==> src/rtl/axi_lite_arbiter.sv <==
// AXI-Lite N:1 arbiter: one transaction in flight, read-first per master.
// Define AXI_ARB_ROUND_ROBIN_EN for round-robin instead of fixed priority.
module axi_lite_arbiter #(
  parameter int NUM_MASTERS = 2
) (
  input  logic                        clk,
  input  logic                        reset,
  input  logic [NUM_MASTERS*32-1:0]   m_araddr,
  input  logic [NUM_MASTERS-1:0]      m_arvalid,
  output logic [NUM_MASTERS-1:0]      m_arready,
  output logic [NUM_MASTERS*32-1:0]   m_rdata,
  output logic [NUM_MASTERS*2-1:0]    m_rresp,
  output logic [NUM_MASTERS-1:0]      m_rvalid,
  input  logic [NUM_MASTERS-1:0]      m_rready,
  input  logic [NUM_MASTERS*32-1:0]   m_awaddr,
  input  logic [NUM_MASTERS-1:0]      m_awvalid,
  output logic [NUM_MASTERS-1:0]      m_awready,
  input  logic [NUM_MASTERS*32-1:0]   m_wdata,
  input  logic [NUM_MASTERS*4-1:0]    m_wmask,
  input  logic [NUM_MASTERS-1:0]      m_wvalid,
  output logic [NUM_MASTERS-1:0]      m_wready,
  output logic [NUM_MASTERS*2-1:0]    m_bresp,
  output logic [NUM_MASTERS-1:0]      m_bvalid,
  input  logic [NUM_MASTERS-1:0]      m_bready,
  output logic [31:0]                 s_araddr,
  output logic                        s_arvalid,
  input  logic                        s_arready,
  input  logic [31:0]                 s_rdata,
  input  logic [1:0]                  s_rresp,
  input  logic                        s_rvalid,
  output logic                        s_rready,
  output logic [31:0]                 s_awaddr,
  output logic                        s_awvalid,
  input  logic                        s_awready,
  output logic [31:0]                 s_wdata,
  output logic [3:0]                  s_wmask,
  output logic                        s_wvalid,
  input  logic                        s_wready,
  input  logic [1:0]                  s_bresp,
  input  logic                        s_bvalid,
  output logic                        s_bready
);

  localparam int N  = NUM_MASTERS;
  localparam int GW = (N > 1) ? $clog2(N) : 1;

  typedef enum logic [1:0] {
    IDLE,
    RD,
    WR
  } state_t;

  state_t          state;
  state_t          state_nxt;
  logic [GW-1:0]   gnt;
  logic            grant;
  logic [N-1:0]    req;
  logic [N-1:0]    gsel;
  logic [GW-1:0]   win;
  logic            win_ar;
  logic            rd;
  logic            wr;

  logic [31:0]     g_araddr;
  logic            g_arvalid;
  logic            g_rready;
  logic [31:0]     g_awaddr;
  logic            g_awvalid;
  logic [31:0]     g_wdata;
  logic [3:0]      g_wmask;
  logic            g_wvalid;
  logic            g_bready;

  assign req = m_arvalid | m_awvalid;
  assign rd  = (state == RD);
  assign wr  = (state == WR);

`ifdef AXI_ARB_ROUND_ROBIN_EN
  logic [GW-1:0] last;
  logic          found;

  // Search indices above the last winner first, then wrap to 0.
  always_comb begin
    win    = '0;
    win_ar = 1'b0;
    found  = 1'b0;
    for (int k = 0; k < N; k++) begin
      if (!found && req[k] && (GW'(k) > last)) begin
        win    = GW'(k);
        win_ar = m_arvalid[k];
        found  = 1'b1;
      end
    end
    for (int k = 0; k < N; k++) begin
      if (!found && req[k]) begin
        win    = GW'(k);
        win_ar = m_arvalid[k];
        found  = 1'b1;
      end
    end
  end

  always_ff @(posedge clk) begin
    if (reset) begin
      last <= GW'(N - 1);
    end else if (grant) begin
      last <= win;
    end
  end
`else
  always_comb begin
    win    = '0;
    win_ar = 1'b0;
    for (int k = N - 1; k >= 0; k--) begin
      if (req[k]) begin
        win    = GW'(k);
        win_ar = m_arvalid[k];
      end
    end
  end
`endif

  always_ff @(posedge clk) begin
    if (reset) begin
      state <= IDLE;
      gnt   <= '0;
    end else begin
      state <= state_nxt;
      if (grant) begin
        gnt <= win;
      end
    end
  end

  // A master with both AR and AW pending goes to RD; its AW waits.
  always_comb begin
    state_nxt = state;
    grant     = 1'b0;
    unique case (state)
      IDLE: begin
        if (|req) begin
          grant     = 1'b1;
          state_nxt = win_ar ? RD : WR;
        end
      end
      RD: begin
        if (s_rvalid && s_rready) begin
          state_nxt = IDLE;
        end
      end
      WR: begin
        if (s_bvalid && s_bready) begin
          state_nxt = IDLE;
        end
      end
      default: state_nxt = IDLE;
    endcase
  end

  always_comb begin
    for (int k = 0; k < N; k++) begin
      gsel[k] = (gnt == GW'(k));
    end
  end

  always_comb begin
    g_araddr  = '0;
    g_arvalid = 1'b0;
    g_rready  = 1'b0;
    g_awaddr  = '0;
    g_awvalid = 1'b0;
    g_wdata   = '0;
    g_wmask   = '0;
    g_wvalid  = 1'b0;
    g_bready  = 1'b0;
    for (int k = 0; k < N; k++) begin
      if (gsel[k]) begin
        g_araddr  = m_araddr[k*32 +: 32];
        g_arvalid = m_arvalid[k];
        g_rready  = m_rready[k];
        g_awaddr  = m_awaddr[k*32 +: 32];
        g_awvalid = m_awvalid[k];
        g_wdata   = m_wdata[k*32 +: 32];
        g_wmask   = m_wmask[k*4 +: 4];
        g_wvalid  = m_wvalid[k];
        g_bready  = m_bready[k];
      end
    end
  end

  always_comb begin
    s_arvalid = rd & g_arvalid;
    s_araddr  = rd ? g_araddr : '0;
    s_rready  = rd & g_rready;
    s_awvalid = wr & g_awvalid;
    s_awaddr  = wr ? g_awaddr : '0;
    s_wvalid  = wr & g_wvalid;
    s_wdata   = wr ? g_wdata : '0;
    s_wmask   = wr ? g_wmask : '0;
    s_bready  = wr & g_bready;
  end

  // Non-granted masters see idle channels and zeroed data.
  always_comb begin
    m_arready = '0;
    m_rvalid  = '0;
    m_rdata   = '0;
    m_rresp   = '0;
    m_awready = '0;
    m_wready  = '0;
    m_bvalid  = '0;
    m_bresp   = '0;
    for (int k = 0; k < N; k++) begin
      if (rd && gsel[k]) begin
        m_arready[k]          = s_arready;
        m_rvalid[k]           = s_rvalid;
        m_rdata[k*32 +: 32]   = s_rdata;
        m_rresp[k*2 +: 2]     = s_rresp;
      end
      if (wr && gsel[k]) begin
        m_awready[k]          = s_awready;
        m_wready[k]           = s_wready;
        m_bvalid[k]           = s_bvalid;
        m_bresp[k*2 +: 2]     = s_bresp;
      end
    end
  end

  a_one_outstanding: assert property (
    @(posedge clk) disable iff (reset) !(s_arvalid && s_awvalid)
  );

endmodule

==> config.mk <==
export PLATFORM = sky130hd
export DESIGN_NAME = axi_lite_arbiter
export DESIGN_NICKNAME = d
export VERILOG_FILES = /design/src/rtl/axi_lite_arbiter.sv
export SDC_FILE = /design/constraint.sdc
export NUM_CORES = 1
export LEC_CHECK = 0
export CAP_MARGIN = 10
export CORE_AREA = 2 2 170 172
export CTS_CLUSTER_SIZE = 16
export DETAILED_ROUTE_END_ITERATION = 10
export DIE_AREA = 0 0 172 174
export GPL_TIMING_DRIVEN = 0
export SLEW_MARGIN = 30
export SYNTH_ARGS = -nofsm -noshare
export SYNTH_HDL_FRONTEND = slang
export SYNTH_SLANG_ARGS = --single-unit
==> constraint.sdc <==
create_clock -name clk -period 3.2 [get_ports clk]
set_input_delay 0.64 -clock clk [delete_from_list [all_inputs] [get_ports clk]]
set_output_delay 0.64 -clock clk [all_outputs]
set_load 0.01 [all_outputs]
==> results.sh <==
export IMPL_outcome="completed"
export IMPL_fp_dieH_um=174
export IMPL_nNetsFinal=943
export IMPL_slew_viol_final=0
export IMPL_drt_iter0_markers=100
export IMPL_dp_cells=1069
export IMPL_cts_buffers=3
export IMPL_seqPwrFrac=0.036
export IMPL_ir_drop_mv=0.122
export IMPL_htree_levels=1
export IMPL_grt_pass1_wl_um=24600
export IMPL_finalCriticalPeriod_ps=2990
export IMPL_p_int_mw=0.855
export IMPL_coreArea_sq_mm=0.0282
export IMPL_swShare=0.322
export IMPL_worstPathMaxFanout=10
export IMPL_grt_max_degree=11
export IMPL_critical_path_top_delay_family="buffers and inverters"
export IMPL_r2r_end="state[0]"
export IMPL_routed_wl_um=17800
export IMPL_grt_overflow=0
export IMPL_cpPeakStageDelay_ps=590
export IMPL_yosysUniqueCellTypes=22
export IMPL_cts_max_path_buffers=2
export IMPL_power_frac_comb=0.805
export IMPL_syn_area_sq_mm=0.00183
export IMPL_gp_congestion=0.761
export IMPL_finalSetupTns_ps=0
export IMPL_slowest_stage="clkdlybuf4s50_1"
export IMPL_power_leakage_nw=2.48
export IMPL_ys_seq_area_frac=0.0328
export IMPL_clkPwrFrac=0.158
export IMPL_min_from="state[0]"
export IMPL_required_ps=2560
export IMPL_powerDensity_mw_per_mm2=186
export IMPL_ff2ff_setup_slack_ps=1900
export IMPL_slew_headroom=0.743
export IMPL_skew_ps=0.443
export IMPL_critPathKind="flip-flop to output pin"
export IMPL_vias=3792
export IMPL_tightest_slew_ps=386
export IMPL_clkTransAtPathRegs_ps=30
export IMPL_crit_top_cell="buf_2"
export IMPL_dieArea_sq_mm=0.0299
export IMPL_r2r_start="gnt"
export IMPL_antenna_left=0
export IMPL_finalPower_mw=1.26
export IMPL_clock_latency_ps=220
export IMPL_finalCritPeriodShare=0.933
export IMPL_die_w_um=172
export IMPL_endpoint_kind="output pin"
export IMPL_r2r_cells=4
export IMPL_ys_warn_count=0
export IMPL_num_io_pins=440
export IMPL_final_hold_viol_count=0
export IMPL_viasPerCell=3.53
export IMPL_drc=0
export IMPL_start_util=0.0648
export IMPL_grtUsageTotal=0.108
export IMPL_crit_buf_inv=4
export IMPL_synthToLayoutAreaGrowth_pct=271
export IMPL_clkSinkCount=3
export IMPL_whs_path_depth=3
export IMPL_maxCapViolations=0
export IMPL_syn_num_nets=499
export IMPL_grt_pass1_vias=3896
export IMPL_worstPathCellList="buf_2 -> inv_1 -> nor2_2 -> buf_2 -> a22o_1 -> clkdlybuf4s50_1"
export IMPL_cts_resized=0
export IMPL_hold_slack_ps=621
export IMPL_fmax_mhz=335
export IMPL_rows=62
export IMPL_p_switching_mw=0.406
export IMPL_grt_setup_unrepaired="false"
export IMPL_hpwl_um=15800
export IMPL_setup_viol=0
export IMPL_synth_seq_cells=3
export IMPL_min_path_type="flip-flop to flip-flop"
export IMPL_crit_path_start_kind="flip-flop"
export IMPL_antenna_found_initial=2
export IMPL_post_cts_buffers=0
export IMPL_hold_buffers=0
export IMPL_final_cells=1074
export IMPL_routedWlPerCell_um=16.6
export IMPL_cts_tree="yes"
export IMPL_dr_pass1_iters=4
export IMPL_synth_cells=246
export IMPL_io_buffer_count=439
export IMPL_cts_root_buf="clkbuf_16"
export IMPL_avgSynthCellArea_sq_um=7.44
export IMPL_hold_end="state[1]"
export IMPL_drive_gt1_frac=0.0464
export IMPL_cp_arrival_ps=2350
-- cell families (layout without fill, tap and decap cells) --
logic type / Yosys count / in the layout / share of synthesized area
AOI/OAI and AO/OA: 114 / 114 / 0.534
buffers and inverters: 33 / 476 / 0.104
DFF: 3 / 3 / 0.0328
muxes: 2 / 2 / 0.0116
other: 0 / 1 / 0
and+or+nand+nor: 94 / 94 / 0.318
-- flip-flops by register name (all words and copies together) (netlist names) --
signal / count
gnt: 1
state: 2
-- per-stage QoR --
| step | setup WS [ps] | util | area [sq um] |
|---|---|---|---|
| floorplan | 1440 | - | 1830 |
| global placement | 343 | 0.237 | 6700 |
| detailed placement | 341 | 0.237 | 6700 |
| CTS | 99.2 | 0.240 | 6780 |
| global route | 13.3 | 0.240 | 6780 |
| finish | 213 | 0.240 | 6790 |
-- cells in the mapped netlist --
cell type	instances	share of area
nand2b_1	1	0.0034
buf_2	11	0.030
mux2_2	1	0.0062
a211oi_1	1	0.0041
nor3_1	3	0.0082
inv_1	2	0.0041
nor2_2	2	0.0068
nor2_1	4	0.0082
buf_4	14	0.057
o21ai_0	2	0.0055
clkbuf_1	6	0.012
nor2b_1	2	0.0068
nor4_1	1	0.0034
o21bai_1	1	0.0041
a22o_1	104	0.50
mux2i_1	1	0.0055
a21oi_1	3	0.0082
nand2b_4	1	0.0075
o21a_1	2	0.0082
and2_1	80	0.27
o211a_1	1	0.0055
dfxtp_1	3	0.033
-- per-layer routing --
metal | track usage | wire [um] | vias to the layer above
li1 | - | - | 1828
met1 | 0.130 | 7200 | 1745
met2 | 0.204 | 8970 | 215
met3 | 0.0232 | 1650 | 4
met4 | 0.00455 | 23 | 0
met5 | 0 | 0 | -
-- how the worst max path moves through the flow --
stage               start            to  slack, ps  cells after the start
floorplan             gnt  s_awaddr[10]       1440                      6
global placement      gnt   s_araddr[0]        340                      6
detailed placement    gnt   s_araddr[0]        340                      6
CTS                   gnt   s_araddr[6]        100                      6
global route          gnt   s_araddr[5]         10                      6
finish                gnt   s_araddr[0]        210                      6
-- cell type report --
type / count / area (sq um)
Multi-Input combinational cell: 210 / 1580
Clock buffer: 4 / 78.8
Buffer: 31 / 183
Timing Repair Buffer: 439 / 4390
Fill cell: 3138 / 21500
Tap cell: 384 / 480
Inverter: 2 / 7.51
Antenna cell: 1 / 2.50
Sequential cell: 3 / 60.1
-- power by group through the flow --
stage	registers (mW)	logic (mW)	clock network (mW)
floorplan	0.0457	0.322	0
global placement	0.0462	1.02	0
detailed placement	0.0466	1.02	0
CTS	0.0460	1.03	0.201
global route	0.0466	1.08	0.207
finish	0.0460	1.02	0.199
-- tightest hold or removal path: stages, from the launching register on --
cell and delay, ps:
dfxtp_1 370, nor3_1 60, o21ai_0 70, a21oi_1 60
-- cell usage in the layout, fill, tap and decap left out --
cell,instances
mux2i_1,1
nor2_2,2
nor2b_1,2
nand2b_1,1
o211a_1,1
and2_1,80
dfxtp_1,3
clkdlybuf4s50_1,439
mux2_2,1
o21ai_0,2
nand2b_4,1
nor3_1,3
o21a_1,2
nor4_1,1
clkbuf_16,3
o21bai_1,1
a211oi_1,1
buf_2,11
clkbuf_1,7
diode_2,1
a21oi_1,3
nor2_1,4
a22o_1,104
inv_1,2
buf_4,14
(Power assumes the default switching activity.)
